### src/rtl/subcore_dispatcher.sv
// Fork/join dispatcher between the main core and SUBCORE_NUM subcores.
// Define DISPATCH_RR_EN for round-robin core selection; default is lowest-index priority.
module subcore_dispatcher #(
  parameter int unsigned SUBCORE_NUM = 4,
  parameter int unsigned PC_W        = 32,
  parameter int unsigned DATA_W      = 32
) (
  input  logic                   clk,
  input  logic                   rstn,
  input  logic                   fork_valid,
  output logic                   fork_ready,
  input  logic [PC_W-1:0]        fork_pc,
  input  logic [DATA_W-1:0]      fork_u,
  input  logic [DATA_W-1:0]      fork_l,
  output logic [2:0]             fork_core,
  input  logic                   join_req,
  output logic                   join_done,
  output logic [SUBCORE_NUM-1:0] exec_requested,
  output logic [PC_W-1:0]        requested_pc,
  output logic [DATA_W-1:0]      u_n_out,
  output logic [DATA_W-1:0]      l_n_out,
  input  logic [SUBCORE_NUM-1:0] subcore_ended,
  output logic [SUBCORE_NUM-1:0] busy,
  output logic                   err
);

  localparam int unsigned IdxW = $clog2(SUBCORE_NUM);

  typedef enum logic [0:0] {StIdle, StJoin} state_e;

  state_e                 state_q, state_d;
  logic [SUBCORE_NUM-1:0] busy_q, busy_d;
  logic [SUBCORE_NUM-1:0] exec_q, exec_d;
  logic [PC_W-1:0]        pc_q, pc_d;
  logic [DATA_W-1:0]      u_q, u_d;
  logic [DATA_W-1:0]      l_q, l_d;
  logic                   join_done_q, join_done_d;
  logic                   err_q, err_d;
  logic [IdxW-1:0]        sel_idx;
  logic                   sel_found;
  logic                   accept;

`ifdef DISPATCH_RR_EN
  localparam int unsigned CandW = IdxW + 1;

  logic [IdxW-1:0]  ptr_q, ptr_d;
  logic [CandW-1:0] cand;

  // First idle core at or after the pointer, wrapping modulo SUBCORE_NUM.
  always_comb begin
    sel_idx   = '0;
    sel_found = 1'b0;
    cand      = '0;
    for (int unsigned i = 0; i < SUBCORE_NUM; i++) begin
      cand = {1'b0, ptr_q} + CandW'(i);
      if (cand >= CandW'(SUBCORE_NUM)) begin
        cand = cand - CandW'(SUBCORE_NUM);
      end
      if (!sel_found && !busy_q[cand[IdxW-1:0]]) begin
        sel_idx   = cand[IdxW-1:0];
        sel_found = 1'b1;
      end
    end
  end

  always_comb begin
    ptr_d = ptr_q;
    if (accept) begin
      ptr_d = (sel_idx == IdxW'(SUBCORE_NUM - 1)) ? '0 : sel_idx + 1'b1;
    end
  end
`else
  always_comb begin
    sel_idx   = '0;
    sel_found = 1'b0;
    for (int unsigned i = 0; i < SUBCORE_NUM; i++) begin
      if (!sel_found && !busy_q[i]) begin
        sel_idx   = IdxW'(i);
        sel_found = 1'b1;
      end
    end
  end
`endif

  // Readiness uses registered busy only, so a same-cycle completion frees a core a cycle later.
  always_comb begin
    fork_ready = (state_q == StIdle) && !(&busy_q);
    accept     = fork_valid && fork_ready;
    fork_core  = 3'(sel_idx);
  end

  always_comb begin
    busy_d      = busy_q & ~subcore_ended;
    err_d       = err_q | (|(subcore_ended & ~busy_q));
    exec_d      = '0;
    pc_d        = pc_q;
    u_d         = u_q;
    l_d         = l_q;
    join_done_d = 1'b0;
    state_d     = state_q;

    if (accept) begin
      busy_d[sel_idx] = 1'b1;
      exec_d[sel_idx] = 1'b1;
      pc_d            = fork_pc;
      u_d             = fork_u;
      l_d             = fork_l;
    end

    case (state_q)
      StIdle: begin
        if (join_req && !accept) begin
          state_d = StJoin;
        end
      end
      StJoin: begin
        if (busy_q == '0) begin
          join_done_d = 1'b1;
          state_d     = StIdle;
        end
      end
      default: state_d = StIdle;
    endcase
  end

  always_ff @(posedge clk or negedge rstn) begin
    if (!rstn) begin
      state_q     <= StIdle;
      busy_q      <= '0;
      exec_q      <= '0;
      pc_q        <= '0;
      u_q         <= '0;
      l_q         <= '0;
      join_done_q <= 1'b0;
      err_q       <= 1'b0;
`ifdef DISPATCH_RR_EN
      ptr_q       <= '0;
`endif
    end else begin
      state_q     <= state_d;
      busy_q      <= busy_d;
      exec_q      <= exec_d;
      pc_q        <= pc_d;
      u_q         <= u_d;
      l_q         <= l_d;
      join_done_q <= join_done_d;
      err_q       <= err_d;
`ifdef DISPATCH_RR_EN
      ptr_q       <= ptr_d;
`endif
    end
  end

  assign busy           = busy_q;
  assign exec_requested = exec_q;
  assign requested_pc   = pc_q;
  assign u_n_out        = u_q;
  assign l_n_out        = l_q;
  assign join_done      = join_done_q;
  assign err            = err_q;

endmodule
### config.mk
export PLATFORM = sky130hd
export DESIGN_NAME = subcore_dispatcher
export DESIGN_NICKNAME = d
export VERILOG_FILES = /design/src/rtl/subcore_dispatcher.sv
export SDC_FILE = /design/constraint.sdc
export NUM_CORES = 1
export LEC_CHECK = 0
export CAP_MARGIN = 20
export CELL_PAD_IN_SITES_DETAIL_PLACEMENT = 0
export CELL_PAD_IN_SITES_GLOBAL_PLACEMENT = 1
export CORE_MARGIN = 1
export CORE_UTILIZATION = 32
export CTS_BUF_LIST = sky130_fd_sc_hd__clkbuf_4
export DETAILED_ROUTE_END_ITERATION = 8
export MAX_ROUTING_LAYER = met4
export PLACE_DENSITY = 0.92
export SYNTH_ARGS = -nofsm -noshare
export SYNTH_HDL_FRONTEND = slang
export SYNTH_SLANG_ARGS = --single-unit
### constraint.sdc
create_clock -name clk -period 2.22 [get_ports clk]
set_input_delay 0.222 -clock clk [delete_from_list [all_inputs] [get_ports clk]]
set_output_delay 0.222 -clock clk [all_outputs]
set_load 0.05 [all_outputs]
# Yosys cells after proc, flatten, opt, wreduce, memory -nomap -nowiden
# Cells that the tools add are included.
# Widths: inputs -> output; s select.
word_totals:
  out_inout_bits: 110
  latch_bits: 0
  elab_cells: 49
  input_bits: 104
  regBits: 107
  n_memories: 0
  romBits: 0
  ram_bits: 0
op_classes:
  n_addsub: 0
  mul: 0
  mux: 15
  n_shift: 0
  eq_ne: 0
  bitwise_logic: 7
  div: 0
  n_reduce_logical: 17
  n_lt_le_gt_ge: 2
op_table:
  columns: ["op", "n"]
  rows:
  - ["$mux 1", 9]
  - ["$and 4x4->4", 2]
  - ["$mux 4", 2]
  - ["$not 4->4", 2]
  - ["$logic_and 1x1->1", 7]
  - ["$logic_not 1->1", 7]
  - ["$logic_not 4->1", 1]
  - ["$mux 2", 2]
  - ["$or 4x4->4", 1]
  - ["$reduce_and 4->1", 1]
  - ["$reduce_or 4->1", 1]
  - ["$lt 2x3->1 const B", 1]
  - ["$demux 1 s2", 1]
  - ["$ge 2x1->1 const B", 1]
  - ["$pmux 1 s2", 1]
  - ["$not 1->1", 1]
  - ["$or 1x1->1", 1]

# Logic depth before layout (Yosys ltp)
# Gate-level depths: netlist of the first run.
logic_depth:
  ltp_word: 15
  mapped_depth: 5
  mapped_depth_nobuf: 3

# Worst setup path after synthesis of the first run
# No wires, ideal clock.
synth_timing:
  path_type: "register -> output"
  from: "reg busy_q[2], in the netlist busy[2]"
  to: "out fork_core[0]"
  path_stages_with_launch: 4
  n_path_buf: 1
  arrival_time_ns: 1.725
  path_slack_ns: 0.273
  required_ns: 1.998
  path_cell_list: "dfrtp_1 -> buf_2 -> nand2_1 -> a21oi_1"
synth_between:
  elab_chain_len: 6
  elab_cells_between_ends: 7
  cone_classes: "mux (3); reduce/logical (4)"
synth_rtl:
  columns: ["element", "line", "rtl"]
  rows:
  - ["start, declared", "32", "logic [SUBCORE_NUM-1:0] busy_q, busy_d;"]
  - ["start signal, assigned", "141", "busy_q <= busy_d;"]
  - ["$logic_not 1->1 *", "77", "if (!sel_found && !busy_q[i]) begin"]
  - ["$logic_and 1x1->1 *", "77", null]
  - ["$mux 1", "77", null]
  - ["$logic_not 1->1", "77", null]
  - ["$logic_and 1x1->1", "77", null]
  - ["$mux 2 *", "77", null]
  - ["end, declared", "15", "output logic [2:0] fork_core,"]
# Every way passes the cells marked *; elsewhere a longest branch is shown, timed or not.

# Final worst setup path of the first run
layout_timing:
  from: "reg busy_q[0], in the netlist busy[0]"
  to: "out fork_ready"
layout_between:
  elab_chain_len: 3
layout_rtl:
  columns: ["element", "line", "rtl"]
  rows:
  - ["$reduce_and 4->1", "87", "fork_ready = (state_q == StIdle) && !(&busy_q);"]
  - ["$logic_not 1->1", "87", null]
  - ["$logic_and 1x1->1", "87", null]
  - ["end, declared", "11", "output logic fork_ready,"]
# Every way passes these cells.

==> flow_metrics.env, run 1 <==
export IMPL_status="complete, no violations"
export IMPL_post_route_period_util=0.9515
export IMPL_synthesis_nets=349
export IMPL_drc=0
export IMPL_worstReg2RegEnd="l_n_out[14]"
export IMPL_finalSetupViolCount=0
export IMPL_n_fill_cell=1107
export IMPL_utilization=0.5200
export IMPL_critPathLaunchType="flop"
export IMPL_tightestPinTransition_ns=0.5413
export IMPL_viasPerCell=4.458
export IMPL_synth_edf_count=0
export IMPL_rows=41
export IMPL_clock_sinks=107
export IMPL_grtUsageTotal=0.1567
export IMPL_leakagePower_nw=2.741
export IMPL_synth_top_cell_area_share=0.6479
export IMPL_r2r_cells=4
export IMPL_seq_area_um2=2678
export IMPL_fin_nets=565
export IMPL_hold_viol=0
export IMPL_hp_class="input port to asynchronous set/reset pin"
export IMPL_grt_overflow_total=0
export IMPL_clk_latency_ns=0.47
export IMPL_dieArea_um2=13370
export IMPL_clock_skew_ns=0.02297
export IMPL_critPathRequiredTime_ns=2.00
export IMPL_drt_wl_total_um=10050
export IMPL_slew_headroom=0.6385
export IMPL_synth_async_reset_ratio=1.000
export IMPL_ant_nets=0
export IMPL_synthAdderAreaFrac=0
export IMPL_grt_pass1_wl_um=15150
export IMPL_synthSimpleGateAreaFrac=0.01635
export IMPL_cp_max_fo=7
export IMPL_synth_top_cell_by_area="dfrtp_1"
export IMPL_gp_congestion=0.7746
export IMPL_cts_buffers=9
export IMPL_max_freq_ghz=0.4734
export IMPL_die_height_um=115.6
export IMPL_n_antenna_cell=0
export IMPL_synth_xor_area_frac=0
export IMPL_rsz0062_at_grt="false"
export IMPL_reg2reg_from="busy[0]"
export IMPL_multi_input_area_um2=1353
export IMPL_clk_pin_slew_ns=0.15
export IMPL_synthMuxAreaShare=0.2879
export IMPL_final_cells=638
export IMPL_worstPathArrival_ns=1.89
export IMPL_h_tree_depth=3
export IMPL_drtIter0Drc=79
export IMPL_synth_area_um2=4133
export IMPL_syn_to_final_growth_pct=58.79
export IMPL_synth_compound_area_frac=0.02210
export IMPL_wl_per_cell_um=15.75
export IMPL_final_max_slew_viol_count=0
export IMPL_p_per_area_nw_per_um2=1669
export IMPL_synth_distinct_cells=22
export IMPL_place_hpwl_um=7501
export IMPL_ys_seq_area_frac=0.6479
export IMPL_cts_tree="built"
export IMPL_antenna_found_initial=0
export IMPL_clockBufferDepth=2
export IMPL_synthTopCellsByCount="107 x dfrtp_1, 67 x mux2_2, 29 x mux2_4"
export IMPL_synth_cells=245
export IMPL_fp_dieW_um=115.6
export IMPL_drv_cap=0
export IMPL_ys_ff_latch=107
export IMPL_synth_ff_type="dfrtp_1"
export IMPL_cp_end_kind="primary output"
export IMPL_yosysWarnings=0
export IMPL_synth_avg_cell_area_um2=16.87
export IMPL_portBuffers=212
export IMPL_grt_pass1_vias=2972
export IMPL_num_vias=2844
export IMPL_synth_top_cells_by_area="dfrtp_1 65%, mux2_2 18%, mux2_4 11%"
export IMPL_ir_drop_v=0.0009817
export IMPL_setup_tns_ns=0
export IMPL_path_class="flop to primary output"
export IMPL_cts_setup_buffers=0
export IMPL_grt_max_degree=56
export IMPL_fin_area_um2=6563
export IMPL_place_area_um2=6445
export IMPL_io_pins=214
export IMPL_coreArea_um2=12620
export IMPL_synth_most_common_cell="dfrtp_1"
export IMPL_cts_root_buf="clkbuf_4"
export IMPL_first_pass_iters=4
export IMPL_drive_gt1_frac=0.2532
export IMPL_fin_crit_ns=2.112
export IMPL_synth_top_family_by_area="multiplexers"
export IMPL_rrSetupSlack_ns=0.46
export IMPL_start_util=0.3275
export IMPL_dp_cells=621
sequential cells by signal, indices dropped and copies added (netlist names):
| signal | count |
|---|---|
| state_q | 1 |
| err | 1 |
| requested_pc | 32 |
| u_n_out | 32 |
| busy | 4 |
| l_n_out | 32 |
| join_done | 1 |
| exec_requested | 4 |
area by class of cell:
type | count | share of cell area
tap | 172 | 0.03279
timing repair buffer | 217 | 0.3344
sequential | 107 | 0.4080
clock buffer | 10 | 0.01144
clock inverter | 6 | 0.004957
inverter | 4 | 0.002288
multi-input combinational | 122 | 0.2061
what timing repair did:
item / CTS / global route
hold buffers: 1 / 0
hold endpoints to repair: 77 / 0
gates resized for setup: 2 / 3
pin swaps: 0 / 0
setup endpoints to repair: 2 / 2
report_power, final:
| part | total, mW | switching, mW | internal [mW] |
|---|---|---|---|
| Clock | 0.843 | 0.609 | 0.233 |
| Combinational | 6.80 | 4.21 | 2.59 |
| Sequential | 3.31 | 0.497 | 2.82 |
| Total | 11.0 | 5.31 | 5.64 |
per-stage QoR:
| stage | power, mW | worst slack [ns] | hold slack (ns) |
|---|---|---|---|
| 3_3_place_gp | 10.10 | 0.3299 | 0.1365 |
| 5_1_grt | 11.44 | 0.005541 | 0.1720 |
| 2_1_floorplan | 7.839 | 0.2730 | -0.07359 |
| 4_1_cts | 11.08 | 0.01489 | 0.1361 |
| 3_5_place_dp | 10.20 | 0.2893 | 0.1380 |
| 6_report | 10.95 | 0.1078 | 0.1920 |
cell usage in the layout (no fill, tap or decap), types with 2 or more instances in the layout:
cell               n
clkinv_1           3
mux2_2            67
clkbuf_4          10
buf_12             3
clkdlybuf4s50_1  207
nand2_1            4
mux2_4            29
dfrtp_1          107
buf_4              3
a21oi_1            3
nor2_1             3
nor3_1             4
inv_1              4
o21bai_1           2
metal layers:
metal | up-vias | track usage | routed length (um)
met5 | - | - | 0
met4 | 0 | 0.07265 | 204
met3 | 16 | 0.04916 | 898
met2 | 141 | 0.2579 | 4921
met1 | 1392 | 0.1736 | 4025
li1 | 1295 | - | -
logic make-up after synthesis:
group	count (synthesis)
multiplexers	96
other	1
buffers and inverters	16
flip-flops	107
AO/OA/AOI/OAI	11
AND/OR/NAND/NOR	14
critical path, cell delays in order (launching register included):
cell and delay [ns]:
dfrtp_1 0.48, and2_4 0.19, a31oi_1 0.22, dlygate4sd1_1 0.54
how the worst max path moves through the flow:
| stage | startpoint | slack [ns] | to | depth (start not counted) |
|---|---|---|---|---|
| after global routing | busy[0] | 0.006 | fork_ready | 3 |
| after detailed placement | fork_valid | 0.29 | l_n_out[14] | 5 |
| final | busy[0] | 0.11 | fork_ready | 3 |
| after CTS | busy[2] | 0.01 | busy[2] | 1 |
| after global placement | busy[0] | 0.33 | fork_ready | 3 |
| after floorplan | busy[2] | 0.27 | fork_core[0] | 3 |
Note: power is estimated with default switching activity, not from simulation.
==> run 2, diff against run 1 <==
Settings changed: REMOVE_ABC_BUFFERS from default to 1.
==> run 2 against run 1 <==
Clock power grew 1%. Hold slack gained 0.053 ns. Critical path depth shrank 2. Utilization grew 0.53 points. Combinational power grew 1%. First-iteration DRC count grew 11%. Clock skew shrank 0.014 ns. Maximum frequency grew 0.12%.
==> flow_metrics.env, run 2 (synthesis gave the netlist of run 1 again) <==
export IMPL_drc=0
export IMPL_drt_wl_total_um=10060
export IMPL_cp_max_fo=9
export IMPL_clock_skew_ns=0.009455
export IMPL_leakagePower_nw=2.763
export IMPL_first_pass_iters=4
export IMPL_post_route_period_util=0.9503
export IMPL_setup_ws_ns=0.1103
export IMPL_ir_drop_v=0.0008525
export IMPL_share_comb_of_total_power=0.624
export IMPL_portBuffers=212
export IMPL_fin_area_um2=6629
export IMPL_worstPathCellList="clkdlybuf4s50_1"
export IMPL_final_max_slew_viol_count=0
export IMPL_syn_to_final_growth_pct=60.40
export IMPL_cp_end_kind="primary output"
export IMPL_hold_viol=0
export IMPL_critPathTopFamily="buffers and inverters"
export IMPL_viasPerCell=4.439
export IMPL_mostFrequentLayoutCell="clkdlybuf4s50_1"
export IMPL_place_hpwl_um=7528
export IMPL_path_class="flop to primary output"
export IMPL_place_ws_ns=0.2384
export IMPL_antenna_found_initial=0
export IMPL_critPathRequiredTime_ns=2.00
export IMPL_tightestPinTransition_ns=0.5430
export IMPL_cts_buffers=9
export IMPL_fp_dieW_um=115.6
export IMPL_fin_crit_ns=2.110
export IMPL_slew_headroom=0.6369
export IMPL_clk_latency_ns=0.45
export IMPL_num_vias=2850
export IMPL_dieArea_um2=13370
export IMPL_cts_setup_buffers=0
export IMPL_start_util=0.3275
export IMPL_critPathBufInv=1
export IMPL_final_cells=642
export IMPL_grt_pass1_vias=2917
export IMPL_wl_per_cell_um=15.67
export IMPL_max_freq_ghz=0.4740
export IMPL_worstReg2RegEnd="l_n_out[10]"
export IMPL_die_height_um=115.6
export IMPL_utilization=0.5253
export IMPL_switchingPower_mw=5.300
export IMPL_grt_pass1_wl_um=15010
export IMPL_intPower_mw=5.724
export IMPL_io_pins=214
export IMPL_worstPathArrival_ns=1.89
export IMPL_r2r_cells=5
export IMPL_crit_path_top_delay_cell="clkdlybuf4s50_1"
export IMPL_n_antenna_cell=0
export IMPL_ant_nets=0
export IMPL_drv_cap=0
export IMPL_coreArea_um2=12620
export IMPL_hold_ws_ns=0.2448
export IMPL_critPathMaxStageDelay_ns=0.87
export IMPL_hp_class="input port to asynchronous set/reset pin"
export IMPL_rsz0062_at_grt="false"
export IMPL_finalSetupViolCount=0
export IMPL_drive_gt1_frac=0.2596
export IMPL_cts_tree="built"
export IMPL_clk_pin_slew_ns=0.15
export IMPL_layout_common_cells="208 x clkdlybuf4s50_1, 107 x dfrtp_1, 67 x mux2_2, 29 x mux2_4, 12 x clkbuf_4"
export IMPL_cts_root_buf="clkbuf_4"
export IMPL_p_total_mw=11.02
export IMPL_p_per_area_nw_per_um2=1663
export IMPL_reg2reg_from="state_q"
export IMPL_p_seq_frac=0.299
export IMPL_critPathLaunchType="flop"
export IMPL_rows=41
export IMPL_setup_tns_ns=0
export IMPL_rrSetupSlack_ns=0.42
export IMPL_fin_nets=569
export IMPL_h_tree_depth=3
export IMPL_drtIter0Drc=88
export IMPL_grtUsageTotal=0.1537
export IMPL_swShare=0.4808
export IMPL_status="complete, no violations"
export IMPL_p_clk_frac=0.077
export IMPL_place_area_um2=6515
export IMPL_grt_overflow_total=0
export IMPL_gp_congestion=0.7699
export IMPL_grt_max_degree=54
export IMPL_clock_sinks=107
export IMPL_clockBufferDepth=2
export IMPL_dp_cells=625
-- run 2: cell types whose count changed in the layout (fill, tap and decap cells not counted), sizes merged --
cell           before  now
buf                 6    9
clkbuf             10   12
clkdlybuf4s50     207  208
clkinv              5    4
clkinvlp            1    0
dlygate4sd1         1    0
dlygate4sd2         1    3
dlymetal6s2s        1    0
-- run 2: routing by layer --
layer | wire length [um] | GRT usage
met3 | 799 | 0.04393
met4 | 160 | 0.06923
met5 | 0 | -
met1 | 4141 | 0.1798
met2 | 4955 | 0.2459
-- run 2: worst max path at each step --
stage / end / start / slack, ns / depth (start not counted)
global route: busy[2] / busy[2] / 0.02 / 1
CTS: busy[2] / busy[2] / 0.06 / 1
finish: busy[2] / busy[2] / 0.11 / 1
global placement: l_n_out[25] / fork_valid / 0.28 / 6
detailed placement: l_n_out[10] / fork_valid / 0.24 / 6
floorplan: l_n_out[0] / busy[1] / -1.19 / 3
-- run 2: what timing repair did --
action                     4_1_cts  5_1_grt
resized for setup                3        0
setup endpoints to repair        3        0
hold buffers                     1        0
hold endpoints to repair        33        0
-- run 2: cell type report --
cell class	count	area, um^2
timing repair buffer	221	2261
fill	1113	5991
tap	172	215.2
inverter	4	15.01
clock buffer	12	90.09
multi-input combinational	122	1353
sequential	107	2678
clock inverter	4	17.52
-- run 2: power groups by stage --
stage / Sequential [mW] / Combinational (mW) / Clock (mW)
6_report: 3.29 / 6.88 / 0.852
5_1_grt: 3.41 / 7.12 / 0.978
4_1_cts: 3.30 / 6.94 / 0.909
3_5_place_dp: 3.34 / 6.94 / 0
3_3_place_gp: 3.31 / 6.86 / 0
2_1_floorplan: 6.41 / 1.43 / 0
